File: config.mk
export PLATFORM = sky130hd
export DESIGN_NAME = pcpi_result_nibble_tx
export DESIGN_NICKNAME = d
export VERILOG_FILES = /design/src/rtl/pcpi_result_nibble_tx.sv
export SDC_FILE = /design/constraint.sdc
export NUM_CORES = 1
export LEC_CHECK = 0
export CORE_MARGIN = 2
export CORE_UTILIZATION = 45
export DETAILED_ROUTE_END_ITERATION = 8
export PLACE_DENSITY = 0.72
export SKIP_LAST_GASP = 1
export SYNTH_ARGS = -nofsm -noshare
export SYNTH_HDL_FRONTEND = slang
export SYNTH_SLANG_ARGS = --single-unit
File: constraint.sdc
create_clock -name clk -period 3.1 [get_ports clk]
set_input_delay 0.465 -clock clk [delete_from_list [all_inputs] [get_ports clk]]
set_output_delay 0.465 -clock clk [all_outputs]
set_load 0.005 [all_outputs]
File: src/rtl/pcpi_result_nibble_tx.sv
// Returns a captured 32-bit PCPI result to the host as eight nibbles (LSB first)
// over a four-phase valid/ack link. Optional odd parity output: define PCPI_TX_PARITY_EN.
module pcpi_result_nibble_tx #(
   parameter int SYNC_STAGES = 2
) (
   input  logic        clk,
   input  logic        rst,
   input  logic        res_valid,
   input  logic [31:0] res_data,
   input  logic        host_ack,
   input  logic        ovr_clr,
   output logic [3:0]  nib_out,
   output logic        nib_valid,
   output logic [2:0]  nib_idx,
   output logic        nib_last,
   output logic        nib_par,
   output logic        busy,
   output logic        overrun
);

   typedef enum logic [1:0] {
      IDLE    = 2'd0,
      PRESENT = 2'd1,
      ACKED   = 2'd2
   } state_t;

   state_t                 state_q, state_d;
   logic [31:0]            shift_q, shift_d;
   logic [2:0]             idx_q, idx_d;
   logic [3:0]             nib_out_q, nib_out_d;
   logic                   overrun_q, overrun_d;
   logic [SYNC_STAGES-1:0] sync_q, sync_d;
   logic                   ack_s;

   // host_ack is an asynchronous pad; only the last synchronizer stage is used.
   assign sync_d = {sync_q[SYNC_STAGES-2:0], host_ack};
   assign ack_s  = sync_q[SYNC_STAGES-1];

   always_comb begin
      state_d   = state_q;
      shift_d   = shift_q;
      idx_d     = idx_q;
      nib_out_d = nib_out_q;
      overrun_d = overrun_q;
      if (ovr_clr) begin
         overrun_d = 1'b0;
      end
      unique case (state_q)
         IDLE: begin
            if (res_valid) begin
               shift_d   = res_data;
               idx_d     = 3'd0;
               nib_out_d = res_data[3:0];
               state_d   = PRESENT;
            end
         end
         PRESENT: begin
            if (ack_s) begin
               state_d = ACKED;
            end
         end
         ACKED: begin
            if (!ack_s) begin
               if (idx_q == 3'd7) begin
                  shift_d   = 32'd0;
                  idx_d     = 3'd0;
                  nib_out_d = 4'd0;
                  state_d   = IDLE;
               end else begin
                  shift_d   = {4'd0, shift_q[31:4]};
                  idx_d     = idx_q + 3'd1;
                  nib_out_d = shift_q[7:4];
                  state_d   = PRESENT;
               end
            end
         end
         default: begin
            state_d = IDLE;
         end
      endcase
      // A word arriving while not IDLE (including the final ACKED cycle) is dropped.
      if (res_valid && (state_q != IDLE)) begin
         overrun_d = 1'b1;
      end
   end

   always_ff @(posedge clk or posedge rst) begin
      if (rst) begin
         state_q   <= IDLE;
         shift_q   <= 32'd0;
         idx_q     <= 3'd0;
         nib_out_q <= 4'd0;
         overrun_q <= 1'b0;
         sync_q    <= '0;
      end else begin
         state_q   <= state_d;
         shift_q   <= shift_d;
         idx_q     <= idx_d;
         nib_out_q <= nib_out_d;
         overrun_q <= overrun_d;
         sync_q    <= sync_d;
      end
   end

`ifdef PCPI_TX_PARITY_EN
   logic nib_par_q, nib_par_d;

   // Registered alongside nib_out so both change on the same edge.
   assign nib_par_d = ~^nib_out_d;

   always_ff @(posedge clk or posedge rst) begin
      if (rst) begin
         nib_par_q <= 1'b0;
      end else begin
         nib_par_q <= nib_par_d;
      end
   end

   assign nib_par = nib_par_q;
`else
   assign nib_par = 1'b0;
`endif

   assign nib_out   = nib_out_q;
   assign nib_idx   = idx_q;
   assign nib_valid = (state_q == PRESENT);
   assign busy      = (state_q != IDLE);
   assign nib_last  = (state_q != IDLE) && (idx_q == 3'd7);
   assign overrun   = overrun_q;

endmodule

==> results of run 1 <==
==> flip-flops by register name, summed over array words and instances (netlist names) <==
signal,flops
shift_q,32
nib_idx,3
state_q,2
sync_q,2
overrun,1
==> per-layer routing <==
layer / vias up / GRT usage, % / wire, um
li1: 791 / - / -
met1: 783 / 28.7 / 2490
met2: 41 / 28.5 / 2190
met3: 5 / 4.47 / 206
met4: 0 / 5.36 / 37
met5: - / 0 / 0
==> kinds of logic after synthesis <==
kind of cell	synth area share (%)
compound gates	12.1
fa+ha+maj	1.12
buf+inv	11.7
flops	44.8
mux	13.0
other cells	0.168
simple gates	17.1
==> stage by stage <==
step	util [%]	instances	setup WS, ps	instance area (um2)
final	58.9	313	690	2800
after floorplan	-	205	1510	2240
after detailed placement	57.0	305	890	2710
after CTS	58.9	313	700	2800
after global placement	57.0	305	957	2710
after global routing	58.9	313	577	2800
==> cell usage in the layout, fill, tap and decap left out, types with 5 or more instances in the layout <==
cell,count
clkdlybuf4s50_1,47
dfrtp_1,40
inv_1,32
a21oi_1,28
mux2i_1,28
and4bb_2,15
a22o_1,9
nor4bb_1,8
buf_4,7
clkbuf_8,6
and4bb_1,5
==> cell type report <==
class | instances | area (um2) | share of cell area (%)
Clock buffer | 6 | 82.6 | 2.95
Clock inverter | 2 | 10.0 | 0.357
Inverter | 32 | 120 | 4.29
Multi-Input combinational cell | 112 | 981 | 35.0
Sequential cell | 40 | 1000 | 35.7
Tap cell | 67 | 83.8 | 2.99
Timing Repair Buffer | 54 | 523 | 18.7
==> worst max-delay path, cell delays in order, from the launching register on <==
cell	delay (ps)
dfrtp_1	650
buf_4	340
nand2b_1	170
inv_1	50
clkdlybuf4s50_1	430
==> worst paths after layout <==
check / endpoint / slack (ps) / from
worst max-delay path: nib_valid / 690 / state_q[1]$_DFFE_PP0P_
worst min-delay path: sync_q[1]$_DFF_PP0_ / 360 / sync_q[0]$_DFF_PP0_
worst max register to register: shift_q[22]$_DFFE_PP0P_ / 960 / state_q[1]$_DFFE_PP0P_
worst min register to register: sync_q[1]$_DFF_PP0_ / 360 / sync_q[0]$_DFF_PP0_
max in group asynchronous: shift_q[17]$_DFFE_PP0P_ / 2130 / rst
min in group asynchronous: shift_q[30]$_DFFE_PP0P_ / 600 / rst
==> power breakdown <==
group / internal [mW] / switching, mW / total, mW
Clock: 0.178 / 0.183 / 0.361
Sequential: 0.764 / 0.171 / 0.935
Combinational: 0.544 / 0.454 / 0.999
Total: 1.49 / 0.808 / 2.29
==> tab_implementation.tex, run 1 <==
\begin{tabular}{lr}
\hline
Metric & Value \\
\hline
\multicolumn{2}{l}{\textbf{Outcome}} \\
\quad Result of the run & complete, no violations \\
\multicolumn{2}{l}{\textbf{CTS}} \\
\quad Number of buffers created by CTS & 5 \\
\quad Clk pin slew, worst setup/hold paths & 80 ps \\
\quad Number of gates resized after cts & 0 \\
\quad H-tree Lvls & 2 \\
\quad Setup bufs post-CTS & 0 \\
\quad TritonCTS clock tree & built \\
\quad CTS max path bufs & 2 \\
\quad Clock insertion delay at the later pin of the skew report & 290 ps \\
\quad Clock sink count & 40 \\
\quad Number of hold buffers added after cts & 0 \\
\quad Cell at the root of the clock tree & clkbuf\_8 \\
\multicolumn{2}{l}{\textbf{Timing}} \\
\quad Setup repair after global routing missed its margin & no \\
\quad Fraction of the cycle the final worst path needs & 77.7\% \\
\quad Maximum operating frequency & 415 MHz \\
\quad Worst-Margin Slew & 559 ps \\
\quad Fin. Hold Viols & 0 \\
\quad Clock period minus worst slack & 2410 ps \\
\quad Setup TNS & 0 ps \\
\quad Setup-violating endpoint count in the final report & 0 \\
\quad Worst hold slack & 357 ps \\
\quad Clock tree skew after final layout & 9.89 ps \\
\quad Headroom to the max-slew limit & 62.8\% \\
\quad Final max-slew violation count & 0 \\
\multicolumn{2}{l}{\textbf{Cells and area}} \\
\quad Post-layout net count & 284 \\
\quad Total inserted antenna cells & 0 \\
\quad Area Overhead vs Synth & 25.3\% \\
\quad Final-layout fill cell count & 432 \\
\quad Proportion of layout cells with a drive suffix above 1 & 14.2\% \\
\multicolumn{2}{l}{\textbf{Min path}} \\
\quad Hold Path Class & reg -> reg \\
\quad Cell depth of the worst min-delay path & 0 \\
\multicolumn{2}{l}{\textbf{Synthesis}} \\
\quad Cell count after synthesis & 205 \\
\quad Top FF cell, synth & dfrtp\_1 \\
\quad Biggest area consumer among synthesized cells & dfrtp\_1 \\
\quad Cell Area, Synth & 2240 um2 \\
\quad Mean instance size in the synthesized netlist & 10.9 um2 \\
\quad Area share of the leading cell type in the synthesized netlist & 44.8\% \\
\quad Top area cells in the synthesized netlist & dfrtp\_1 45\%, mux2i\_1 13\%, and4bb\_2 8.4\% \\
\quad Commonest cells post-synth & 40 x dfrtp\_1, 32 x inv\_1, 28 x a21oi\_1, 28 x mux2i\_1, 15 x and4bb\_2 \\
\quad Number of enable flip-flop cells after synthesis & 0 \\
\quad Most numerous cell in the Yosys netlist & dfrtp\_1 \\
\quad Yosys warnings & 0 \\
\quad Post-Synthesis Net Count & 244 \\
\quad Unique masters post-synth & 29 \\
\quad Fraction of the yosys area taken by sequential cells & 44.8\% \\
\quad Number of flip-flops and latches in the synthesized netlist & 40 \\
\quad Async S/R FF share, synth & 100\% \\
\multicolumn{2}{l}{\textbf{Floorplanning}} \\
\quad Chip height & 74.5 um \\
\quad Cell row count & 25 \\
\quad Die area & 5550 um2 \\
\quad Area of the core & 4750 um2 \\
\quad Number of top-level design ports & 49 \\
\quad Initial cell density of the core & 47.0\% \\
\quad Width of the die & 74.5 um \\
\multicolumn{2}{l}{\textbf{Pwr}} \\
\quad Total power per unit cell area & 819 nW/um2 \\
\quad Leakage Power & 1.28 nW \\
\quad Final Total Pwr & 2.29 mW \\
\quad Maximum vdd ir drop & 0.000462 V \\
\multicolumn{2}{l}{\textbf{Worst setup path}} \\
\quad Worst reg-to-reg path cell count & 5 \\
\quad Crit path max fanout & 21 \\
\quad Type of the worst setup path & reg -> out \\
\quad Critical path data arrival time & 1940 ps \\
\quad Setup crit end kind & primary output \\
\quad Setup crit start kind & flip-flop \\
\quad Required time at the endpoint of the critical path & 2630 ps \\
\multicolumn{2}{l}{\textbf{Global route}} \\
\quad Maximum number of pins on one net before global-route repair & 41 \\
\quad Gr usage total & 19.3\% \\
\quad Vias in the first global route & 1626 \\
\quad Antenna violations before repair & 0 \\
\quad First-pass GRT wire length & 8110 um \\
\quad Remaining Overflow, GRT & 0 \\
\multicolumn{2}{l}{\textbf{Drt}} \\
\quad Iter 0 DRT Violations & 70 \\
\quad Total wirelength of the detailed-routed design & 4920 um \\
\quad Drt drc & 0 \\
\quad Routed via count & 1620 \\
\quad Pre-antenna DRT Iters & 4 \\
\quad Remaining antenna violation count after routing & 0 \\
\quad Routed wirelength normalized by instance count & 15.7 um \\
\quad Vias per std cell & 5.18 \\
\multicolumn{2}{l}{\textbf{Place}} \\
\quad Placed wire-length estimate after detailed placement & 3180 um \\
\quad Buffers on Ports & 47 \\
\quad GP Congestion & 0.749 \\
\multicolumn{2}{l}{\textbf{Flow run}} \\
\quad Max\_cap viols & 0 \\
\hline
\end{tabular}
Note: power is estimated with default switching activity, not from simulation.
==> run 2, diff against run 1 <==
--- a/config.mk
+++ b/config.mk
@@ -8,7 +8,7 @@
 export CORE_MARGIN = 2
 export CORE_UTILIZATION = 45
 export DETAILED_ROUTE_END_ITERATION = 8
-export PLACE_DENSITY = 0.72
+export PLACE_DENSITY = 0.75
 export SKIP_LAST_GASP = 1
 export SYNTH_ARGS = -nofsm -noshare
 export SYNTH_HDL_FRONTEND = slang
==> constraint.sdc (replaced) <==
create_clock -name clk -period 2 [get_ports clk]
set_input_delay 0.3 -clock clk [delete_from_list [all_inputs] [get_ports clk]]
set_output_delay 0.3 -clock clk [all_outputs]
set_load 0.005 [all_outputs]
==> run 2 against run 1 <==
- critical path type unchanged
- first-iteration DRC count increased by 97%
- count of clock-buffer cells in the layout decreased by 1
- via count grew 2.0%
- non-clock buffer count grew 2
- sequential share of layout area down 0.70 points
- clock skew grew 4.6 ps
- worst hold slack got worse by 3.7 ps
- utilization grew 1.2 points
- setup slack got worse by 560 ps
==> tab_implementation.tex, run 2 (synthesized netlist as in run 1, its figures left out) <==
\begin{tabular}{lr}
\hline
Metric & Value \\
\hline
\multicolumn{2}{l}{\textbf{Place}} \\
\quad GP Congestion & 0.753 (+0.56\%) \\
\quad Buffers on Ports & 47 (unchanged) \\
\quad Placed wire-length estimate after detailed placement & 3120 um (-2.0\%) \\
\quad Pre-CTS setup slack & 271 ps (-619 ps) \\
\quad Placed Area & 2720 um2 (+0.46\%) \\
\quad Number of cells in the design after placement & 305 (unchanged) \\
\multicolumn{2}{l}{\textbf{CTS}} \\
\quad H-tree Lvls & 2 (unchanged) \\
\quad Number of buffers created by CTS & 5 (unchanged) \\
\quad Clock sink count & 40 (unchanged) \\
\quad Number of hold buffers added after cts & 0 (unchanged) \\
\quad CTS max path bufs & 2 (unchanged) \\
\quad Clock insertion delay at the later pin of the skew report & 300 ps (about the same) \\
\quad Cell at the root of the clock tree & clkbuf\_8 \\
\quad Clk pin slew, worst setup/hold paths & 80 ps (about the same) \\
\quad TritonCTS clock tree & built \\
\multicolumn{2}{l}{\textbf{Timing}} \\
\quad Fin. Hold Viols & 0 (unchanged) \\
\quad Clock tree skew after final layout & 14.5 ps (+4.60 ps) \\
\quad Setup-violating endpoint count in the final report & 0 (unchanged) \\
\quad Headroom to the max-slew limit & 66.0\% (+3.3 points) \\
\quad Clock period minus worst slack & 1870 ps \\
\quad Setup TNS & 0 ps (unchanged) \\
\quad Setup ws final & 132 ps (-558 ps) \\
\quad Worst hold slack & 353 ps (-3.72 ps) \\
\quad Maximum operating frequency & 535 MHz \\
\quad Fraction of the cycle the final worst path needs & 93.4\% \\
\quad Final max-slew violation count & 0 (unchanged) \\
\quad Setup repair after global routing missed its margin & no \\
\quad Worst-Margin Slew & 509 ps (-49.1 ps) \\
\multicolumn{2}{l}{\textbf{Cells and area}} \\
\quad Top library cells by usage in the layout, fill and taps aside & 46 x clkdlybuf4s50\_1, 40 x dfrtp\_1, 32 x inv\_1 \\
\quad Area Overhead vs Synth & 27.8\% \\
\quad Post-layout net count & 286 (+0.70\%) \\
\quad Total inserted antenna cells & 0 (unchanged) \\
\quad Count of non-filler cells in the finished layout & 315 (+0.64\%) \\
\quad Multi-input logic area & 981 um2 (unchanged) \\
\quad Cell area after layout & 2860 um2 (+2.0\%) \\
\quad Register area & 1000 um2 (unchanged) \\
\quad Proportion of layout cells with a drive suffix above 1 & 14.9\% (+0.69 points) \\
\quad Register with the most flip-flops & shift\_q \\
\quad Largest register FFs & 32 (unchanged) \\
\quad Share of the core filled with cells & 60.1\% (+1.2 points) \\
\quad Final-layout fill cell count & 422 (-2.3\%) \\
\quad Most frequent standard cell in the layout excluding fill and tap cells & clkdlybuf4s50\_1 \\
\multicolumn{2}{l}{\textbf{Worst setup path}} \\
\quad Critical path data arrival time & 1570 ps (-370 ps) \\
\quad Setup crit end kind & primary output \\
\quad Crit path max fanout & 34 (+62\%) \\
\quad Required time at the endpoint of the critical path & 1700 ps (-930 ps) \\
\quad Worst reg-to-reg path cell count & 6 (+1) \\
\quad Slowest Stage Delay on Critical Path & 490 ps (-160 ps) \\
\quad Type of the worst setup path & reg -> out \\
\quad Critical Path Slowest Stage Cell & clkdlybuf4s50\_1 \\
\quad CP Cell Sequence & buf\_6 -> nand2b\_1 -> inv\_1 -> clkdlybuf4s50\_1 \\
\quad Setup crit start kind & flip-flop \\
\multicolumn{2}{l}{\textbf{Drt}} \\
\quad Pre-antenna DRT Iters & 4 (unchanged) \\
\quad Total wirelength of the detailed-routed design & 4760 um (-3.3\%) \\
\quad Drt drc & 0 (unchanged) \\
\quad Vias per std cell & 5.24 (+1.3\%) \\
\quad Routed wirelength normalized by instance count & 15.1 um (-3.9\%) \\
\quad Iter 0 DRT Violations & 138 (+97\%) \\
\quad Remaining antenna violation count after routing & 0 (unchanged) \\
\quad Routed via count & 1652 (+2.0\%) \\
\multicolumn{2}{l}{\textbf{Pwr}} \\
\quad Maximum vdd ir drop & 0.000783 V (+69\%) \\
\quad Final Total Pwr & 3.72 mW (+62\%) \\
\quad Leakage Power & 1.32 nW (+2.9\%) \\
\quad Total power per unit cell area & 1300 nW/um2 (+59\%) \\
\multicolumn{2}{l}{\textbf{Floorplanning}} \\
\quad Chip height & 74.5 um (unchanged) \\
\quad Width of the die & 74.5 um (unchanged) \\
\quad Area of the core & 4750 um2 (unchanged) \\
\quad Cell row count & 25 (unchanged) \\
\quad Die area & 5550 um2 (unchanged) \\
\quad Initial cell density of the core & 47.0\% (unchanged) \\
\quad Number of top-level design ports & 49 (unchanged) \\
\multicolumn{2}{l}{\textbf{Global route}} \\
\quad First-pass GRT wire length & 7690 um (-5.2\%) \\
\quad Maximum number of pins on one net before global-route repair & 41 (unchanged) \\
\quad Gr usage total & 18.1\% (-1.2 points) \\
\quad Antenna violations before repair & 0 (unchanged) \\
\quad Remaining Overflow, GRT & 0 (unchanged) \\
\quad Vias in the first global route & 1564 (-3.8\%) \\
\multicolumn{2}{l}{\textbf{Flow run}} \\
\quad Max\_cap viols & 0 (unchanged) \\
\multicolumn{2}{l}{\textbf{Min path}} \\
\quad Cell depth of the worst min-delay path & 0 (unchanged) \\
\quad Hold Path Class & reg -> reg \\
\multicolumn{2}{l}{\textbf{Outcome}} \\
\quad Result of the run & complete, no violations \\
\hline
\end{tabular}
[run 2: changes by cell type in the layout (fill, tap and decap cells not counted)]
cell | previous run | this run
clkinvlp_4 | 0 | 1
clkdlybuf4s50_1 | 47 | 46
buf_12 | 0 | 1
buf_6 | 0 | 1
clkbuf_8 | 6 | 5
clkinv_2 | 2 | 0
inv_6 | 0 | 1
dlymetal6s2s_1 | 0 | 1
bufinv_16 | 0 | 1
[run 2: where the power goes]
| part | total (mW) | switching (mW) | internal, mW | leakage (nW) |
|---|---|---|---|---|
| Sequential | 1.37 | 0.184 | 1.18 | 0.483 |
| Clock | 0.682 | 0.306 | 0.376 | 0.0548 |
| Combinational | 1.67 | 0.777 | 0.889 | 0.784 |
[run 2: cell type report]
class,count,share of cell area (%)
timing repair buffer,56,19.5
sequential,40,35.0
tap,67,2.93
clock buffer,5,2.41
inverter,32,4.20
clock inverter,3,1.62
multi-input combinational,112,34.3
[run 2: worst max-delay path: cells and delay by family, from the launching register on]
kind / cells / cell delay, ps
simple gates: 1 / 110
flops: 1 / 360
buf+inv: 3 / 800
[run 2: repair_timing]
item | 4_1_cts | 5_1_grt
hold endpoints to repair | 0 | 0
endpoints found under the setup margin | 0 | 2
resized for setup | 0 | 2
setup buffers | 0 | 2
[run 2: worst paths after layout]
kind	from	endpoint	slack, ps
worst min-delay path	sync_q[0]$_DFF_PP0_	sync_q[1]$_DFF_PP0_	350
min in group asynchronous	rst	shift_q[26]$_DFFE_PP0P_	410
worst max-delay path	state_q[0]$_DFFE_PP0P_	nib_valid	130
max in group asynchronous	rst	shift_q[14]$_DFFE_PP0P_	1220
worst min register to register	sync_q[0]$_DFF_PP0_	sync_q[1]$_DFF_PP0_	350
worst max register to register	nib_idx[0]$_DFFE_PP0P_	shift_q[14]$_DFFE_PP0P_	330
[run 2: metal layers]
metal,part of all wire (%),vias up,track usage (%)
met3,3.7,5,3.52
met2,48,38,28.9
met5,0,-,0
met4,0.84,0,5.36
li1,-,792,-
met1,48,817,25.2
